==> src/rtl/serial_word_receiver_if.sv <==
// Bus bundle between the serial data pins and the banked display-buffer write port.
// The master side drives DAI/DEN; the slave side (the receiver) drives the RAM write signals.
interface serial_word_receiver_if #(
  parameter int unsigned DATA_W = 16,
  parameter int unsigned ADDR_W = 9,
  parameter int unsigned BANKS  = 2
);
  logic              DAI;
  logic              DEN;
  logic [ADDR_W-1:0] addr;
  logic [DATA_W-1:0] data;
  logic [BANKS-1:0]  wen;
  logic              bank_done;
  logic              frame_err;

  modport master (
    output DAI, DEN,
    input  addr, data, wen, bank_done, frame_err
  );

  modport slave (
    input  DAI, DEN,
    output addr, data, wen, bank_done, frame_err
  );
endinterface

==> src/rtl/serial_word_receiver.sv <==
// Serial-to-parallel word receiver feeding BANKS display buffers through an active-low write strobe.
// Define SWR_PARITY_EN to append an even-parity bit to every frame and drop frames that fail it.
module serial_word_receiver #(
  parameter int unsigned DATA_W    = 16,
  parameter int unsigned ADDR_W    = 9,
  parameter int unsigned BANKS     = 2,
  parameter int unsigned LSB_FIRST = 1
) (
  input  logic                   DCK,
  input  logic                   rst,
  serial_word_receiver_if.slave  bus
);

`ifdef SWR_PARITY_EN
  localparam int unsigned FRAME_LEN = DATA_W + 1;
`else
  localparam int unsigned FRAME_LEN = DATA_W;
`endif
  localparam int unsigned BANK_W = $clog2(BANKS);
  localparam int unsigned PTR_W  = ADDR_W + BANK_W;
  localparam int unsigned CNT_W  = $clog2(FRAME_LEN + 2);
  localparam logic [CNT_W-1:0] CNT_FULL = CNT_W'(FRAME_LEN);
  localparam logic [CNT_W-1:0] CNT_MAX  = CNT_W'(FRAME_LEN + 1);

  typedef enum logic [1:0] {
    IDLE,
    SHIFT,
    COMMIT
  } state_t;

  state_t               state_q, state_d;
  logic [CNT_W-1:0]     cnt_q, cnt_d;
  logic [FRAME_LEN-1:0] sr_q, sr_d;
  logic [PTR_W-1:0]     ptr_q, ptr_d;
  logic [ADDR_W-1:0]    addr_q, addr_d;
  logic [DATA_W-1:0]    data_q, data_d;
  logic [BANKS-1:0]     wen_q, wen_d;
  logic                 bank_done_q, bank_done_d;
  logic                 frame_err_q, frame_err_d;

  logic [DATA_W-1:0]    payload;
  logic                 parity_ok;
  logic                 frame_ok;
  logic [BANK_W-1:0]    bank_sel;

  function automatic logic [FRAME_LEN-1:0] shift_in(input logic [FRAME_LEN-1:0] cur,
                                                    input logic                 din);
    if (LSB_FIRST != 0)
      shift_in = {din, cur[FRAME_LEN-1:1]};
    else
      shift_in = {cur[FRAME_LEN-2:0], din};
  endfunction

  // The parity bit is always the last one shifted, so it sits at the far end from the first bit.
  always_comb begin
    payload   = '0;
    parity_ok = 1'b1;
`ifdef SWR_PARITY_EN
    if (LSB_FIRST != 0) begin
      payload   = sr_q[DATA_W-1:0];
      parity_ok = (^sr_q[DATA_W-1:0]) == sr_q[FRAME_LEN-1];
    end else begin
      payload   = sr_q[FRAME_LEN-1:1];
      parity_ok = (^sr_q[FRAME_LEN-1:1]) == sr_q[0];
    end
`else
    payload = sr_q;
`endif
  end

  assign frame_ok = (cnt_q == CNT_FULL) && parity_ok;
  assign bank_sel = ptr_q[PTR_W-1 -: BANK_W];

  always_comb begin
    state_d     = state_q;
    cnt_d       = cnt_q;
    sr_d        = sr_q;
    ptr_d       = ptr_q;
    addr_d      = addr_q;
    data_d      = data_q;
    wen_d       = '1;
    bank_done_d = 1'b0;
    frame_err_d = 1'b0;

    case (state_q)
      IDLE: begin
        if (bus.DEN) begin
          sr_d    = shift_in('0, bus.DAI);
          cnt_d   = CNT_W'(1);
          state_d = SHIFT;
        end
      end

      SHIFT: begin
        if (bus.DEN) begin
          sr_d = shift_in(sr_q, bus.DAI);
          if (cnt_q != CNT_MAX)
            cnt_d = cnt_q + CNT_W'(1);
        end else if (frame_ok) begin
          // Write strobe and word are registered here so they line up with the COMMIT cycle.
          state_d     = COMMIT;
          wen_d       = ~(BANKS'(1) << bank_sel);
          addr_d      = ptr_q[ADDR_W-1:0];
          data_d      = payload;
          bank_done_d = &ptr_q[ADDR_W-1:0];
          cnt_d       = '0;
        end else begin
          state_d     = IDLE;
          frame_err_d = 1'b1;
          cnt_d       = '0;
        end
      end

      COMMIT: begin
        ptr_d = ptr_q + PTR_W'(1);
        if (bus.DEN) begin
          sr_d    = shift_in('0, bus.DAI);
          cnt_d   = CNT_W'(1);
          state_d = SHIFT;
        end else begin
          state_d = IDLE;
          cnt_d   = '0;
        end
      end

      default: begin
        state_d = IDLE;
        cnt_d   = '0;
      end
    endcase
  end

  always_ff @(posedge DCK or posedge rst) begin
    if (rst) begin
      state_q     <= IDLE;
      cnt_q       <= '0;
      sr_q        <= '0;
      ptr_q       <= '0;
      addr_q      <= '0;
      data_q      <= '0;
      wen_q       <= '1;
      bank_done_q <= 1'b0;
      frame_err_q <= 1'b0;
    end else begin
      state_q     <= state_d;
      cnt_q       <= cnt_d;
      sr_q        <= sr_d;
      ptr_q       <= ptr_d;
      addr_q      <= addr_d;
      data_q      <= data_d;
      wen_q       <= wen_d;
      bank_done_q <= bank_done_d;
      frame_err_q <= frame_err_d;
    end
  end

  assign bus.addr      = addr_q;
  assign bus.data      = data_q;
  assign bus.wen       = wen_q;
  assign bus.bank_done = bank_done_q;
  assign bus.frame_err = frame_err_q;

endmodule

==> src/flat_wrapper.sv <==
// flat-port wrapper written by rule: the top's interface ports become plain ports
module serial_word_receiver_flat 
#(
  parameter int unsigned DATA_W    = 16,
  parameter int unsigned ADDR_W    = 9,
  parameter int unsigned BANKS     = 2,
  parameter int unsigned LSB_FIRST = 1
)
  (DCK, rst, bus_DAI, bus_DEN, bus_addr, bus_data, bus_wen, bus_bank_done, bus_frame_err);
  serial_word_receiver_if #(.DATA_W(DATA_W), .ADDR_W(ADDR_W), .BANKS(BANKS)) bus_i ();
  input  logic DCK;
  input  logic rst;
  input wire logic [$bits(bus_i.DAI)-1:0] bus_DAI;
  input wire logic [$bits(bus_i.DEN)-1:0] bus_DEN;
  output wire logic [$bits(bus_i.addr)-1:0] bus_addr;
  output wire logic [$bits(bus_i.data)-1:0] bus_data;
  output wire logic [$bits(bus_i.wen)-1:0] bus_wen;
  output wire logic [$bits(bus_i.bank_done)-1:0] bus_bank_done;
  output wire logic [$bits(bus_i.frame_err)-1:0] bus_frame_err;
  assign bus_i.DAI = bus_DAI;
  assign bus_i.DEN = bus_DEN;
  assign bus_addr = bus_i.addr;
  assign bus_data = bus_i.data;
  assign bus_wen = bus_i.wen;
  assign bus_bank_done = bus_i.bank_done;
  assign bus_frame_err = bus_i.frame_err;
  serial_word_receiver #(.DATA_W(DATA_W), .ADDR_W(ADDR_W), .BANKS(BANKS), .LSB_FIRST(LSB_FIRST)) u_core (.DCK(DCK), .rst(rst), .bus(bus_i));
endmodule
==> config.mk <==
export PLATFORM = sky130hd
export DESIGN_NAME = serial_word_receiver_flat
export DESIGN_NICKNAME = d
export VERILOG_FILES = /design/src/rtl/serial_word_receiver_if.sv /design/src/rtl/serial_word_receiver.sv /design/src/flat_wrapper.sv
export SDC_FILE = /design/constraint.sdc
export NUM_CORES = 1
export LEC_CHECK = 0
export CAP_MARGIN = 20
export CELL_PAD_IN_SITES_DETAIL_PLACEMENT = 1
export CELL_PAD_IN_SITES_GLOBAL_PLACEMENT = 1
export CORE_UTILIZATION = 44
export CTS_CLUSTER_DIAMETER = 30
export DETAILED_ROUTE_END_ITERATION = 12
export GPL_ROUTABILITY_DRIVEN = 0
export PLACE_DENSITY = 0.82
export SKIP_CTS_REPAIR_TIMING = 1
export SYNTH_ARGS = -nofsm -noshare
export SYNTH_HDL_FRONTEND = slang
export SYNTH_SLANG_ARGS = --single-unit
==> constraint.sdc <==
create_clock -name DCK -period 2.3 [get_ports DCK]
set_input_delay 0.345 -clock DCK [delete_from_list [all_inputs] [get_ports DCK]]
set_output_delay 0.345 -clock DCK [all_outputs]
set_load 0.03 [all_outputs]
==> results.py, run 1 <==
metrics = {
    "detailed_routing": {
        "dr.pass1.iters": 3,
        "drtIter0Drc": 64,
        "wl_mm": 4.77,
        "route.detailed.drc": 0,
        "viasPerCell": 5.16,
        "via_count": 1506,
        "postRouteAntennaNets": 0,
        "wl_per_cell_um": 16.3,
    },
    "synthesis": {
        "synth_nets": 184,
        "synth_seq_cells": 62,
        "avgSynthCellArea_um2": 14.3,
        "yosys_warnings": 0,
        "synth_area_um2": 2500,
        "synth_cells": 175,
        "ys_types": 33,
        "ys_seq_area_share_pct": 62.3,
    },
    "clock_tree": {
        "cts_inserted_buffers": 9,
        "cts.clk_slew.worst_paths_ps": 70,
        "clock_latency_ps": 340,
        "htree_num_levels": 3,
        "cts_root_buffer": "clkbuf_8",
        "clock_sinks": 62,
        "cts_tree": "done",
        "cts_buffer_depth": 2,
    },
    "worst_setup_path": {
        "critPathRequiredTime_ps": 2520,
        "critPathArrivalTime_ps": 2110,
        "crit_type": "flop to flop",
        "crit_fanout": 11,
        "end_kind": "flop",
        "reg2reg_depth": 6,
        "cp-start-kind": "flop",
    },
    "global_routing": {
        "grt_util_all_layers_pct": 18.7,
        "first_global_vias": 1666,
        "grt_max_degree": 32,
        "grt_pass1_wl_mm": 8.48,
        "grt_overflow": 0,
        "antenna_found_initial": 0,
    },
    "floorplanning": {
        "core_um2": 5470,
        "ioPinCount": 33,
        "die_x_um": 77.3,
        "dieArea_um2": 5980,
        "initial_core_util_pct": 45.6,
        "rows": 27,
        "die_height_um": 77.3,
    },
    "power": {
        "pwr_density_cell_nw_per_um2": 719,
        "irDropWorstVdd_mv": 0.421,
        "p_leak_uw": 0.00151,
    },
    "status": {
        "status": "complete, no violations",
    },
    "sta": {
        "rsz0062_at_grt": "no",
        "post-route-period-util_pct": 82.1,
        "setup_viol": 0,
        "timing_hold_violations_final": 0,
        "min_period_ps": 1890,
        "relSlewSlack_pct": 55.4,
        "fin_ws_ps": 413,
        "whs_ps": 434,
        "fmax_ghz": 0.530,
        "finalMaxSlewViolations": 0,
        "fin_skew_ps": 6.55,
        "worst_pin_slew_ps": 668,
        "final.setup.tns_ps": 0,
    },
    "job": {
        "maxCapViolCount": 0,
    },
    "placed_design": {
        "place_inst": 276,
        "hpwlAfterDp_mm": 3.23,
        "portBuffers": 32,
        "pre_cts_slack_ps": 259,
    },
    "layout": {
        "diodes": 0,
        "stdcell_count": 292,
        "area_growth_pct": 24.9,
        "drive_gt1_share_pct": 24.1,
        "final_util_pct": 57.0,
        "final_nets": 224,
    },
    "hold_path": {
        "hold_class": "primary input to async pin",
    },
}
[final timing paths]
check / from / to / slack, ps
max in group asynchronous: rst / u_core.ptr_q[9] / 1280
worst min-delay path: rst / u_core.bus.addr[6] / 430
worst max-delay path: u_core.cnt_q[0] / u_core.bus.data[3] / 410
worst max register to register: u_core.cnt_q[0] / u_core.bus.data[3] / 410
min in group DCK: u_core.ptr_q[9] / u_core.bus.wen[1] / 450
worst min register to register: u_core.ptr_q[9] / u_core.bus.wen[1] / 450
[cell usage after synthesis]
cell / instances / share of area (%)
a21o_1: 3 / 0.90
a21oi_1: 1 / 0.20
a22o_1: 17 / 6.0
and2_1: 2 / 0.50
and3_1: 1 / 0.25
and3b_1: 1 / 0.35
and4_1: 1 / 0.35
and4b_1: 1 / 0.40
and4bb_2: 2 / 1.0
buf_2: 4 / 0.80
buf_6: 2 / 0.90
clkbuf_1: 1 / 0.15
dfrtp_1: 60 / 60
dfstp_2: 2 / 2.1
ha_1: 5 / 2.5
inv_1: 5 / 0.75
inv_2: 1 / 0.15
mux2_2: 28 / 13
nand2_1: 6 / 0.90
nand2b_1: 3 / 0.75
nand3_1: 3 / 0.60
nand3_4: 1 / 0.70
nand3b_1: 2 / 0.60
nand4_1: 2 / 0.50
nor2_1: 5 / 0.75
nor2b_1: 1 / 0.25
nor3_1: 2 / 0.40
o21a_1: 1 / 0.30
o21bai_1: 1 / 0.30
o2bb2ai_1: 1 / 0.35
o32ai_1: 1 / 0.35
xnor2_1: 8 / 2.8
xor2_1: 1 / 0.35
[critical path, cell delays in order (launching register included)]
cell	delay, ps
dfrtp_1	420
inv_1	130
ha_1	160
and4bb_2	270
nand3_4	170
inv_2	250
mux2_2	370
[report_power, final]
group	total [µW]	switching [µW]	internal (µW)	leakage, µW
Combinational	84.9	52.9	32.0	0.000555
Clock	1040	402	637	0.000110
Sequential	1120	13.3	1100	0.000849
[cells by family (layout without fill, tap and decap cells)]
| group | after synthesis | count (layout) | synth area share, % |
|---|---|---|---|
| mux | 28 | 28 | 12.6 |
| flops | 62 | 62 | 62.3 |
| simple gates | 33 | 33 | 8.32 |
| fa+ha+maj | 5 | 5 | 2.51 |
| buf+inv | 13 | 58 | 2.76 |
| xor+xnor | 9 | 9 | 3.16 |
| compound gates | 25 | 25 | 8.37 |
[layer usage]
metal,up-vias,track usage [%],part of all wire (%),routed length (µm)
met5,-,0,0,0
met4,0,10.6,2.2,107
met3,10,4.88,4.2,200
met2,32,28.9,49,2330
met1,762,23.8,45,2130
li1,702,-,-,-
[registers in the layout, summed over array words and instances (netlist names)]
signal,count
u_core.state_q,2
u_core.cnt_q,5
u_core.bus.frame_err,1
u_core.bus.addr,9
u_core.bus.data,16
u_core.bus.wen,2
u_core.bus.bank_done,1
u_core.ptr_q,10
u_core.payload,16
[metrics by stage]
step           power [µW]  instance area [µm²]
6_report             2240                 3120
5_1_grt              2310                 3120
4_1_cts              2260                 3120
3_5_place_dp         1230                 2900
3_3_place_gp         1220                 2900
2_1_floorplan        1190                 2500
[final cells by class]
type / count / area [µm²]
fillers: 574 / 2350
flip-flops and latches: 62 / 1550
multi-input cells: 100 / 873
repair buffers: 36 / 363
clock buffers: 12 / 145
well taps: 72 / 90.1
clock inverters: 4 / 70.1
inverters: 6 / 22.5
[placed cells by master (no fill, tap or decap), types with 3 or more instances in the layout]
master,instances
nand3_1,3
clkbuf_8,10
xnor2_1,8
clkdlybuf4s50_1,32
mux2_2,28
dfrtp_1,60
inv_1,4
a21o_1,3
ha_1,5
a22o_1,17
buf_4,3
nand2b_1,3
nor2_1,5
nand2_1,6
No activity file was read; power rests on OpenSTA's default activity.
==> inputs of run 2 (changes only) <==
CORE_UTILIZATION = 40   (was 44)
PLACE_DENSITY = 0.79   (was 0.82)
clock period = 1.6 ns   (was 2.3 ns; I/O delays follow)
==> results.py, run 2 (synthesized netlist as in run 1, its figures left out) <==
metrics = {
    "sta": {
        "setup_viol": 19,
        "final.setup.tns_ps": -623,
        "fin_skew_ps": 12.2,
        "finalMaxSlewViolations": 0,
        "relSlewSlack_pct": 78.3,
        "timing_hold_violations_final": 0,
        "rsz0062_at_grt": "yes",
        "fmax_ghz": 0.604,
        "post-route-period-util_pct": 103,
        "whs_ps": 341,
        "fin_ws_ps": -55.6,
        "worst_pin_slew_ps": 326,
        "min_period_ps": 1660,
    },
    "worst_setup_path": {
        "end_kind": "flop",
        "cp-start-kind": "flop",
        "crit_type": "flop to flop",
        "critPathArrivalTime_ps": 1860,
        "r2r_setup_slack_ps": -60,
        "path_cells": "inv_2, ha_1, and4bb_2, nand3_4, buf_4, mux2_2",
        "reg2reg_to": "u_core.bus.addr[1]",
        "max_stage_delay_ps": 360,
        "reg2reg_depth": 6,
        "rr_startpoint": "u_core.cnt_q[0]",
        "critPathRequiredTime_ps": 1810,
        "slowest_stage": "dfrtp_1",
        "crit_fanout": 12,
    },
    "hold_path": {
        "hold_class": "primary input to async pin",
    },
    "placed_design": {
        "placed_area_um2": 3020,
        "portBuffers": 32,
        "hpwlAfterDp_mm": 3.38,
    },
    "floorplanning": {
        "rows": 28,
        "dieArea_um2": 6560,
        "initial_core_util_pct": 41.9,
        "core_um2": 5960,
        "die_height_um": 81.0,
        "die_x_um": 81.0,
        "ioPinCount": 33,
    },
    "clock_tree": {
        "cts.clk_slew.worst_paths_ps": 70,
        "clock_latency_ps": 330,
        "cts_tree": "done",
        "htree_num_levels": 3,
        "clock_sinks": 62,
        "cts_inserted_buffers": 9,
        "cts_buffer_depth": 2,
        "cts_root_buffer": "clkbuf_8",
    },
    "status": {
        "status": "finished, violations left",
        "violations": "setup timing",
    },
    "detailed_routing": {
        "dr_wl_met3_um": 216,
        "wl_mm": 5.25,
        "via_count": 1595,
        "route.detailed.drc": 0,
        "wl_per_cell_um": 17.1,
        "met2WireLength_mm": 2.58,
        "viasPerCell": 5.18,
        "postRouteAntennaNets": 0,
        "drtIter0Drc": 67,
        "dr.pass1.iters": 4,
        "routed.top_layer": "met4",
        "wl_met1_mm": 2.37,
    },
    "layout": {
        "drive_gt1_share_pct": 29.2,
        "num-fill-cells": 604,
        "final_nets": 238,
        "diodes": 0,
        "regArea_um2": 1550,
        "layout_commonest_cell": "dfrtp_1",
        "finalInstanceArea_um2": 3320,
        "layout_common_cells": "60 x dfrtp_1, 28 x mux2_2, 28 x dlymetal6s2s_1",
        "area_growth_pct": 33.1,
        "multi_input_area_um2": 873,
    },
    "global_routing": {
        "grt_overflow": 0,
        "grt_max_degree": 63,
        "grt_util_all_layers_pct": 18.8,
        "first_global_vias": 1702,
        "antenna_found_initial": 0,
        "grt_pass1_wl_mm": 8.82,
    },
    "job": {
        "maxCapViolCount": 0,
    },
    "power": {
        "irDropWorstVdd_mv": 0.602,
        "totalPowerFinal_uw": 3420,
        "pwr_density_cell_nw_per_um2": 1030,
        "p_leak_uw": 0.00208,
    },
}
[run 2: area by class of cell]
cell class,count,area share (%)
Sequential cell,62,46.8
Multi-Input combinational cell,100,26.3
Timing Repair Buffer,50,16.2
Clock buffer,11,4.26
Clock inverter,4,2.86
Tap cell,75,2.82
Inverter,6,0.791
[run 2: critical path, delay by kind of cell (launching register included)]
family / cells / cell delay (ps)
buf+inv: 2 / 260
simple gates: 2 / 350
fa+ha+maj: 1 / 190
flops: 1 / 360
mux: 1 / 360
[run 2: metal layers]
metal / vias to the layer above / GRT usage, %
li1: 734 / -
met1: 822 / 24.8
met2: 32 / 29.2
met3: 7 / 5.06
met4: 0 / 8.04
met5: - / 0
[run 2: worst max path at each step]
| stage | startpoint | endpoint | cells after the start |
|---|---|---|---|
| 2_1_floorplan | u_core.cnt_q[0] | u_core.bus.data[0] | 7 |
| 3_3_place_gp | bus_DEN | u_core.bus.data[1] | 5 |
| 3_5_place_dp | bus_DEN | u_core.bus.data[4] | 5 |
| 4_1_cts | u_core.bus.wen[0] | bus_wen[0] | 1 |
| 5_1_grt | u_core.cnt_q[1] | u_core.bus.data[0] | 6 |
| 6_report | u_core.cnt_q[0] | u_core.bus.addr[1] | 6 |
[run 2: report_power, final]
group          leakage, µW  internal (µW)  switching (µW)
Clock             0.000119           1070             595
Combinational      0.00111           66.3            86.9
Sequential        0.000849           1590            16.1
[run 2: per-stage QoR]
step           util [%]  setup slack, ps  cells
3_3_place_gp       50.6            -60.7    293
4_1_cts            54.6             -171    308
5_1_grt            55.8             -118    308
6_report           55.8            -55.6    308
2_1_floorplan         -            -49.0    175
3_5_place_dp       50.6            -73.0    293
==> inputs of run 3 (changes only) <==
RECOVER_POWER = 25   (was default)
SLEW_MARGIN = 0   (was default)
==> results.py, run 3 (synthesized netlist as in run 1, its figures left out) <==
metrics = {
    "placed_design": {
        "hpwlAfterDp_mm": 3.38,
        "placed_area_um2": 3020,
        "portBuffers": 32,
        "pre_cts_slack_ps": -73.0,
    },
    "clock_tree": {
        "clock_sinks": 62,
        "cts_tree": "done",
        "clock_latency_ps": 330,
        "cts_inserted_buffers": 9,
        "cts_root_buffer": "clkbuf_8",
        "cts.clk_slew.worst_paths_ps": 70,
        "htree_num_levels": 3,
        "cts_buffer_depth": 2,
    },
    "layout": {
        "final_nets": 238,
        "regArea_um2": 1550,
        "layout_commonest_cell": "dfrtp_1",
        "final_util_pct": 55.6,
        "multi_input_area_um2": 873,
        "area_growth_pct": 32.6,
        "drive_gt1_share_pct": 29.2,
        "finalInstanceArea_um2": 3310,
        "diodes": 0,
        "layout_common_cells": "60 x dfrtp_1, 28 x mux2_2, 28 x dlymetal6s2s_1",
        "num-fill-cells": 606,
    },
    "sta": {
        "post-route-period-util_pct": 103,
        "final.setup.tns_ps": -607,
        "rsz0062_at_grt": "yes",
        "fmax_ghz": 0.604,
        "fin_skew_ps": 12.2,
        "worst_pin_slew_ps": 834,
        "fin_ws_ps": -55.0,
        "setup_viol": 19,
        "timing_hold_violations_final": 0,
        "min_period_ps": 1650,
        "finalMaxSlewViolations": 0,
        "relSlewSlack_pct": 44.4,
        "whs_ps": 464,
    },
    "status": {
        "status": "finished, violations left",
        "violations": "setup timing",
    },
    "global_routing": {
        "grt_util_all_layers_pct": 18.8,
        "first_global_vias": 1702,
        "grt_max_degree": 63,
        "grt_overflow": 0,
        "grt_pass1_wl_mm": 8.82,
        "antenna_found_initial": 0,
    },
    "floorplanning": {
        "initial_core_util_pct": 41.9,
        "die_height_um": 81.0,
        "ioPinCount": 33,
        "core_um2": 5960,
        "dieArea_um2": 6560,
        "rows": 28,
        "die_x_um": 81.0,
    },
    "job": {
        "maxCapViolCount": 0,
    },
    "worst_setup_path": {
        "rr_startpoint": "u_core.cnt_q[0]",
        "end_kind": "flop",
        "slowest_stage": "dfrtp_1",
        "crit_type": "flop to flop",
        "path_cells": "inv_2, ha_1, and4bb_2, nand3_4, buf_4, mux2_2",
        "r2r_setup_slack_ps": -50,
        "crit_fanout": 12,
        "critPathArrivalTime_ps": 1860,
        "critPathRequiredTime_ps": 1810,
        "reg2reg_depth": 6,
        "cp-start-kind": "flop",
        "max_stage_delay_ps": 360,
        "reg2reg_to": "u_core.bus.addr[1]",
    },
    "detailed_routing": {
        "postRouteAntennaNets": 0,
        "wl_mm": 5.25,
        "drtIter0Drc": 68,
        "route.detailed.drc": 0,
        "via_count": 1597,
        "wl_per_cell_um": 17.0,
        "viasPerCell": 5.19,
        "dr.pass1.iters": 4,
    },
    "power": {
        "irDropWorstVdd_mv": 0.602,
        "p_leak_uw": 0.00207,
        "pwr_density_cell_nw_per_um2": 1030,
    },
    "hold_path": {
        "hold_class": "flop to flop",
        "holdPathEnd": "u_core.bus.wen[1]",
        "hold_start": "u_core.ptr_q[9]",
        "hold_depth": 1,
    },
}
## run 3: power breakdown
group	internal (µW)	leakage, µW	total, µW	switching, µW
clock network	1070	0.000119	1660	595
registers	1590	0.000849	1600	16.1
logic	62.0	0.00110	148	86.1
## run 3: through the flow
stage	power, µW	instances
after floorplan	1710	175
after global placement	1780	293
after detailed placement	1780	293
after CTS	3450	308
after global routing	3530	308
final	3410	308
## run 3: layer usage
layer | part of all wire [%] | wire [µm] | GRT usage [%] | up-vias
met5 | 0 | 0 | 0 | -
met4 | 1.6 | 83 | 8.04 | 0
met3 | 4.1 | 215 | 5.06 | 7
met2 | 49 | 2580 | 29.2 | 32
met1 | 45 | 2370 | 24.8 | 824
li1 | - | - | - | 734
## run 3: area by class of cell
| class | count | area share, % |
|---|---|---|
| flip-flops and latches | 62 | 47.0 |
| multi-input cells | 100 | 26.4 |
| repair buffers | 50 | 15.9 |
| clock buffers | 11 | 4.27 |
| clock inverters | 4 | 2.87 |
| well taps | 75 | 2.84 |
| inverters | 6 | 0.794 |
## run 3: worst max-delay path by stage
stage               slack, ps                 end              start
floorplan                 -50  u_core.bus.data[0]    u_core.cnt_q[0]
global placement          -60  u_core.bus.data[1]            bus_DEN
detailed placement        -70  u_core.bus.data[4]            bus_DEN
CTS                      -170          bus_wen[0]  u_core.bus.wen[0]
global route             -120  u_core.bus.data[0]    u_core.cnt_q[1]
finish                    -50  u_core.bus.addr[1]    u_core.cnt_q[0]
## run 3: worst max-delay path, delay by kind of cell (launching register included)
family | cells | cell delay (ps)
adder cells (fa/ha/maj) | 1 | 190
buffers and inverters | 2 | 260
flip-flops | 1 | 360
multiplexers | 1 | 360
AND/OR/NAND/NOR | 2 | 350
